==> config.mk <==
export PLATFORM = sky130hd
export DESIGN_NAME = ram_burst_reader
export DESIGN_NICKNAME = d
export VERILOG_FILES = /design/src/rtl/ram_burst_pkg.sv /design/src/rtl/ram_skid_buf.sv /design/src/rtl/ram_burst_reader.sv
export SDC_FILE = /design/constraint.sdc
export NUM_CORES = 1
export LEC_CHECK = 0
export CORE_MARGIN = 2
export CORE_UTILIZATION = 40
export DETAILED_ROUTE_END_ITERATION = 7
export HOLD_SLACK_MARGIN = 0.02
export PLACE_DENSITY = 0.66
export SLEW_MARGIN = 25
export SYNTH_ARGS = -nofsm -noshare
export SYNTH_HDL_FRONTEND = slang
export SYNTH_SLANG_ARGS = --single-unit
==> constraint.sdc <==
create_clock -name clk -period 2.4 [get_ports clk]
set_input_delay 0.36 -clock clk [delete_from_list [all_inputs] [get_ports clk]]
set_output_delay 0.36 -clock clk [all_outputs]
set_load 0.02 [all_outputs]
==> src/rtl/ram_burst_pkg.sv <==
// Shared types for the RAM burst reader: controller states and skid buffer sizing.
package ram_burst_pkg;

    typedef enum logic [1:0] {
        IDLE  = 2'd0,
        RUN   = 2'd1,
        DRAIN = 2'd2,
        DONE  = 2'd3
    } state_t;

    localparam int SKID_DEPTH = 2;
    localparam int SKID_CNT_W = $clog2(SKID_DEPTH + 1);

endpackage

==> src/rtl/ram_skid_buf.sv <==
// Two-entry FIFO holding {last, data} words captured from the RAM until the stream accepts them.
module ram_skid_buf
    import ram_burst_pkg::*;
#(
    parameter int WIDTH = 9
) (
    input  logic                  clk,
    input  logic                  reset,
    input  logic                  push,
    input  logic [WIDTH-1:0]      push_data,
    input  logic                  pop,
    output logic [WIDTH-1:0]      head_data,
    output logic [SKID_CNT_W-1:0] count,
    output logic                  full,
    output logic                  empty
);

    localparam int PTR_W = $clog2(SKID_DEPTH);

    logic [WIDTH-1:0] mem [SKID_DEPTH];
    logic [PTR_W-1:0] rd_ptr;
    logic [PTR_W-1:0] wr_ptr;

    // Storage is cleared on reset so the head reads as zero while empty.
    always_ff @(posedge clk) begin
        if (reset) begin
            for (int i = 0; i < SKID_DEPTH; i++) begin
                mem[i] <= '0;
            end
            rd_ptr <= '0;
            wr_ptr <= '0;
            count  <= '0;
        end else begin
            if (push) begin
                mem[wr_ptr] <= push_data;
                wr_ptr      <= wr_ptr + PTR_W'(1);
            end
            if (pop) begin
                rd_ptr <= rd_ptr + PTR_W'(1);
            end
            count <= count + SKID_CNT_W'(push) - SKID_CNT_W'(pop);
        end
    end

    assign head_data = mem[rd_ptr];
    assign empty     = (count == '0);
    assign full      = (count == SKID_CNT_W'(SKID_DEPTH));

endmodule

==> src/rtl/ram_burst_reader.sv <==
// Reads a burst of words from a 1-cycle-latency RAM and streams them out over valid/ready.
// Define RAM_BURST_CHECKSUM_EN to add a running modulo-2**DATA_WIDTH checksum output.
module ram_burst_reader
    import ram_burst_pkg::*;
#(
    parameter int DATA_WIDTH = 8,
    parameter int ADDR_WIDTH = 8
) (
    input  logic                  clk,
    input  logic                  reset,
    input  logic                  start,
    input  logic [ADDR_WIDTH-1:0] base_addr,
    input  logic [ADDR_WIDTH:0]   length,
    output logic                  busy,
    output logic                  done,
    output logic [ADDR_WIDTH-1:0] ram_addr,
    output logic                  ram_we,
    output logic [DATA_WIDTH-1:0] ram_data,
    input  logic [DATA_WIDTH-1:0] ram_q,
    output logic [DATA_WIDTH-1:0] m_data,
    output logic                  m_valid,
    output logic                  m_last,
    input  logic                  m_ready
`ifdef RAM_BURST_CHECKSUM_EN
    ,
    output logic [DATA_WIDTH-1:0] checksum
`endif
);

    localparam int LW = ADDR_WIDTH + 1;

    // Stream handshake: a beat transfers on a clock edge where m_valid and m_ready are both high;
    // m_valid never drops and m_data/m_last never change while a beat waits for m_ready.

    state_t                  state;
    state_t                  state_next;
    logic [ADDR_WIDTH-1:0]   base_q;
    logic [ADDR_WIDTH-1:0]   addr_q;
    logic [ADDR_WIDTH-1:0]   issue_addr;
    logic [LW-1:0]           len_q;
    logic [LW-1:0]           issue_cnt;
    logic                    in_flight;
    logic                    in_flight_last;
    logic                    issue;
    logic                    room;
    logic                    pop;
    logic                    drain_ok;
    logic                    start_acc;
    logic [DATA_WIDTH:0]     head;
    logic [SKID_CNT_W-1:0]   buf_count;
    logic                    buf_full;
    logic                    buf_empty;

    assign start_acc  = (state == IDLE) && start;
    assign pop        = m_valid && m_ready;
    assign issue_addr = base_q + issue_cnt[ADDR_WIDTH-1:0];

    // Buffered words plus the read in flight, less this cycle's pop, must leave a free slot.
    assign room = in_flight ? (buf_empty || (buf_count == SKID_CNT_W'(1) && pop))
                            : (!buf_full || pop);
    assign issue    = (state == RUN) && (issue_cnt < len_q) && room;
    assign drain_ok = !in_flight && (buf_empty || (buf_count == SKID_CNT_W'(1) && pop));

    always_ff @(posedge clk) begin
        if (reset) begin
            state          <= IDLE;
            base_q         <= '0;
            addr_q         <= '0;
            len_q          <= '0;
            issue_cnt      <= '0;
            in_flight      <= 1'b0;
            in_flight_last <= 1'b0;
        end else begin
            state          <= state_next;
            in_flight      <= issue;
            in_flight_last <= issue && (issue_cnt + LW'(1) == len_q);
            if (start_acc) begin
                base_q    <= base_addr;
                len_q     <= length;
                issue_cnt <= '0;
            end else if (issue) begin
                issue_cnt <= issue_cnt + LW'(1);
                addr_q    <= issue_addr;
            end
        end
    end

    always_comb begin
        state_next = state;
        unique case (state)
            IDLE:    if (start) state_next = (length == '0) ? DONE : RUN;
            RUN:     if (issue_cnt == len_q) state_next = DRAIN;
            DRAIN:   if (drain_ok) state_next = DONE;
            DONE:    state_next = IDLE;
            default: state_next = IDLE;
        endcase
    end

    ram_skid_buf #(
        .WIDTH(DATA_WIDTH + 1)
    ) u_skid (
        .clk       (clk),
        .reset     (reset),
        .push      (in_flight),
        .push_data ({in_flight_last, ram_q}),
        .pop       (pop),
        .head_data (head),
        .count     (buf_count),
        .full      (buf_full),
        .empty     (buf_empty)
    );

    // The address is presented combinationally in the issue cycle so data returns one cycle later.
    assign ram_addr = issue ? issue_addr : addr_q;
    assign ram_we   = 1'b0;
    assign ram_data = '0;
    assign busy     = (state == RUN) || (state == DRAIN);
    assign done     = (state == DONE);
    assign m_valid  = !buf_empty;
    assign m_data   = head[DATA_WIDTH-1:0];
    assign m_last   = head[DATA_WIDTH];

`ifdef RAM_BURST_CHECKSUM_EN
    always_ff @(posedge clk) begin
        if (reset) begin
            checksum <= '0;
        end else if (start_acc) begin
            checksum <= '0;
        end else if (pop) begin
            checksum <= checksum + m_data;
        end
    end
`endif

endmodule

==> run metrics <==
Routed WL 9115 microns; asr flop ratio synth 0%; most common cell after layout, fill and taps aside buf_4; GPL Wtd Cong 0.9367; Worst-path clk slew 70 ps; H-tree lvl count 3; sequential element share of the synthesized area 39.45%; max_cap viols 0; combinational share of power 48.0%; via count 3160; Post-synth EDFFs 18; unrepaired setup endpoints after global routing yes; P_sw 1573 uW; Die Ht 98.24 microns; Multi-input gate area 0.002102 sq mm; fin util 55.80%; Post-Synthesis Mean Instance Area 8.880 sq um; Final Hold Vio Count 0; Hold Path Class reg2reg; startpoint types input pin; initial antenna violation count 0; Final HPWL DP 6568 microns; Placed Cells 590; crit path kind in2out; share of cells above drive strength 1 24.30%; Die X 98.24 microns; final worst-path cycle share 111.7%; Yosys reg bits 61; Worst EP required 2040 ps; Routed Antenna Nets 0; Pre-antenna DRT Iters 4; fillers 784; Mapped Cells 400; # setup viols final 8; Layout Nets 551; FF+latch area 0.001408 sq mm; Antenna Cells 0; CTS tree built; row count 34; worst-path fanout max 8; synth unique cells 52; Pins Over Slew Limit 0; synth-to-layout area growth 36.32%; first-pass GRT wire length 14530 microns; status complete, but fails checks; YS warnings 0; Pleak 0.002013 uW; Port Buf Inserts 48; crit path DAT 2320 ps; vias in the first global route 3099; dominant synthesized flop cell dfxtp_1; Crit. End Element output port; wire per inst 14.94 microns; Skew-Pair Late Insertion Delay 340 ps; Layout Cells excl Fill 610; Peak VDD IR 0.4489 mV; FMAX 372.9 MHz; largest net degree at the start of global routing 37; failing checks negative setup slack; Slew headroom 66.47%; Reg2Reg Setup Slack 200 ps; # DRC 0; Synth Cell Area 0.003552 sq mm; CTS Buf Count 9; # clock sinks 61; Tmin final 2682 ps; Initial Util 40.93%; PwrDens 878.0 mW/mm^2; Switching Share 36.99%; GRT Util Overall 18.82%; Core Region 0.008678 sq mm; Clk pwr share 20.8%; Initial DRC Count 209; CTS max path bufs 2; Avg Vias per Cell 5.180; die area 0.009650 sq mm; Hold WS 468.2 ps; cell internal pwr 2679 uW; sequential power share 31.1%; num ports 58; actual slew at the worst max-slew pin 496.4 ps; Setup Skew 7.434 ps; grt ovf 0; final setup margin -281.8 ps; Clock Tree Root clkbuf_8; highest-count cells in the layout ignoring fill and taps buf_4, nand2_1, clkdlybuf4s50_1
## path summary, 6_finish.rpt
check / from / depth (start not counted) / endpoint
setup / recovery: m_ready / 8 / ram_addr[6]
hold / removal: base_q[0] / 2 / base_q[0]
setup reg to reg: issue_cnt[8] / 6 / issue_cnt[4]
hold reg to reg: base_q[0] / 2 / base_q[0]
## cells in the mapped netlist, types with 4 or more instances
cell type,n,area (sq um)
and2_1,20,125.1
nand3_1,19,95.09
xor2_1,7,61.31
mux2_2,16,180.2
buf_4,9,67.56
dfxtp_1,43,860.8
nor3_1,8,40.04
nand4_1,4,25.02
clkbuf_1,14,52.55
inv_1,23,86.33
xnor2_1,15,131.4
ha_1,24,300.3
edfxtp_1,18,540.5
a21oi_1,38,190.2
o21ai_0,10,50.05
nand2_1,52,195.2
nor2b_1,5,31.28
nor2_1,18,67.56
## metrics by stage
step                      total power (uW)  TNS, ps  instance area (sq um)  worst slack, ps
after floorplan                       2457        0                   3625           0.2482
after global routing                  4512    -2893                   4842           -370.7
after global placement                3167    -5459                   4496           -696.6
after detailed placement              3200    -5621                   4496           -734.4
final                                 4251    -2186                   4842           -281.8
after CTS                             4164    -2637                   4745           -334.3
## what timing repair did
action / 4_1_cts / 5_1_grt
hold buffers: 0 / 0
pin swaps: 3 / 8
endpoints found under the setup margin: 8 / 8
gates resized for setup: 58 / 16
setup buffers: 2 / 2
## critical path, cell delays in order
cell and delay [ps]:
clkdlybuf4s50_1 520, nor2b_1 80, or2_1 260, a221o_1 330, nor2_1 130, buf_6 190, mux2_4 320, buf_6 130
## final cells by class
cell class,instances,area share (%)
Tap cell,108,2.791
Sequential cell,61,29.07
Timing Repair Buffer,104,19.04
Multi-Input combinational cell,298,43.41
Clock inverter,7,1.344
Clock buffer,9,2.558
Inverter,23,1.783
## flip-flops by register name (all words and copies together), names as in the netlist, 2 cells and up, named ones only
register,count
len_q,9
u_skid.count,2
u_skid.mem,18
state,2
base_q,8
issue_cnt,9
addr_q,8
## layer usage
layer,track usage [%],routed length (microns),up-vias
li1,-,-,1586
met1,23.20,3887,1485
met2,33.19,4651,80
met3,4.009,450,9
met4,5.374,125,0
met5,0,0,-
## power groups by stage
stage	clock network, uW	registers, uW	logic, uW
6_report	885	1320	2040
5_1_grt	953	1340	2220
4_1_cts	910	1320	1930
3_5_place_dp	0	1340	1860
3_3_place_gp	0	1340	1830
2_1_floorplan	0	1320	1130
## cells by family after synthesis
logic type	count (synthesis)	share of synthesized area [%]
AOI/OAI and AO/OA	81	14.69
xor gates and xnor gates	22	5.425
adders and majority gates	25	9.017
buffers and inverters	49	6.164
DFF	61	39.45
muxes	17	5.354
other	1	0.1056
and+or+nand+nor	144	19.80
No activity file was read; power rests on OpenSTA's default activity.
==> patch (config.mk and constraints unchanged) <==
Set the parameter `DATA_WIDTH` to 10 (it was 8).
--- a/src/rtl/ram_burst_reader.sv
+++ b/src/rtl/ram_burst_reader.sv
@@ -5,3 +5,3 @@
 #(
-    parameter int DATA_WIDTH = 8,
+    parameter int DATA_WIDTH = 10,
     parameter int ADDR_WIDTH = 8
Interface: changed (resized m_data, ram_data and ram_q); port bits go from 58 to 64. The function was not compared with the original's and may differ.
==> patch against the unedited design <==
  * The run still ends with negative setup slack left
  * Area after synthesis up 3.3%
  * Wire length up 1.9%
  * Setup slack better by 220 ps
  * Clock skew up 1.9 ps
  * Sequential share of layout area up 0.23 points
  * Critical path type is now register to primary output
  * Final area up 9.1%
  * Largest cell class unchanged
  * Power up 4.4%
  * Global-route usage down 1.0 points
  * Sequential cell count up 4
==> patch: results (changes against the unedited design) <==
* Slew @ Worst Pin at 640 ps (+143 ps)
* Placer congestion estimate at 0.801 (-15%)
* Vias in the first global route at 3059 (-1.3%)
* Worst VDD drop at 0.000607 V (+35%)
* Top Registers: u_skid.mem: 22 flops, issue_cnt: 9 flops, len_q: 9 flops
* Gr usage total at 17.8% (-1.0 points)
* Post-Route Skew at 9.31 ps (+1.88 ps)
* Fin nets at 580 (+5.3%)
* Failing checks: negative setup slack
* Switching power at 1.56 mW (-1.0%)
* Sum Neg Setup Slack at -163 ps (+2020 ps)
* EDFF count, synth at 22 (+4)
* Layout cell share with drive strength beyond 1 at 31.8% (+7.5 points)
* Fillers at 741 (-5.5%)
* Run status: finished, violations left
* Post-route worst setup slack at -65.4 ps (+216 ps)
* IO Port Bufs at 52 (+8.3%)
* 1st-iter DRT viols at 140 (-33%)
* Largest cells by area after synthesis: dfxtp_1 (23%), edfxtp_1 (18%), ha_1 (8.2%)
* Final count of negative-setup-slack endpoints at 4 (-4)
* Pre-CTS WS at -424 ps (+311 ps)
* Top cells by count, synth: nand2_1 (68), dfxtp_1 (43), a21oi_1 (39)
* Netlist cell types at 48 (-7.7%)
* First-pass GRT wire length at 14200 um (-2.5%)
* Routed wire per std cell at 14.6 um (-2.4%)
* Largest net degree at the start of global routing at 40 (+8.1%)
==> patch: cell type report <==
class                      count  area (sq um)  share of cell area (%)
clock buffer                  10           128                    2.42
clock inverter                 6          82.6                    1.56
inverter                      21          81.3                    1.54
multi-input combinational    307          2220                    42.1
sequential                    65          1550                    29.3
tap                          108           135                    2.56
timing repair buffer         120          1080                    20.5
==> patch: timing repair <==
action	in CTS	in global routing
setup buffers	8	10
setup endpoints to repair	8	12
pin swaps	15	21
gates resized for setup	77	53
gates cloned	1	0
hold buffers	0	0
==> patch: path summary, 6_finish.rpt <==
path | from | end | slack, ps | depth (start not counted)
max | issue_cnt[0]$_SDFFE_PP0P_ | ram_addr[5] | -70 | 11
min | base_q[0]$_SDFFE_PP0P_ | base_q[0]$_SDFFE_PP0P_ | 480 | 2
max reg2reg | issue_cnt[2]$_SDFFE_PP0P_ | issue_cnt[7]$_SDFFE_PP0P_ | 60 | 9
min reg2reg | base_q[0]$_SDFFE_PP0P_ | base_q[0]$_SDFFE_PP0P_ | 480 | 2
==> patch: kinds of logic (layout without fill, tap and decap cells) <==
kind of cell	Yosys count	after routing	synth area share, %
and+or+nand+nor	159	159	22.1
AOI/OAI and AO/OA	82	82	13.3
DFF	65	65	41.4
buffers and inverters	51	157	6.48
adders and majority gates	25	25	8.73
xor gates and xnor gates	19	19	4.53
muxes	11	11	3.37
other	1	11	0.102
==> patch: power groups by stage <==
stage | Sequential (mW) | Combinational, mW | Clock [mW]
floorplan | 1.40 | 1.01 | 0
global placement | 1.43 | 1.66 | 0
detailed placement | 1.43 | 1.69 | 0
CTS | 1.42 | 1.82 | 1.04
global route | 1.46 | 2.15 | 1.08
finish | 1.44 | 1.98 | 1.02
==> patch: through the flow <==
| step | instances | power [mW] | hold WS [ps] | cell area (sq um) | util [%] |
|---|---|---|---|---|---|
| 6_report | 637 | 4.44 | 480 | 5280 | 60.0 |
| 5_1_grt | 637 | 4.69 | 507 | 5280 | 60.0 |
| 4_1_cts | 628 | 4.28 | 466 | 4990 | 56.7 |
| 3_5_place_dp | 603 | 3.13 | 454 | 4610 | 52.4 |
| 3_3_place_gp | 603 | 3.08 | 452 | 4610 | 52.3 |
| 2_1_floorplan | 423 | 2.42 | 441 | 3710 | - |
==> patch: tightest hold or removal path, delay by kind of cell, from the launching register on <==
family / cells / cell delay (ps)
AO/OA/AOI/OAI: 1 / 50
flip-flops: 1 / 340
AND/OR/NAND/NOR: 1 / 50
==> patch: layer usage <==
layer / global-route usage [%] / vias to the layer above / wire length [um]
met1: 22.6 / 1552 / 4160
met4: 5.48 / 0 / 156
met3: 3.76 / 14 / 427
li1: - / 1627 / -
met2: 30.4 / 87 / 4550
met5: 0 / - / 0
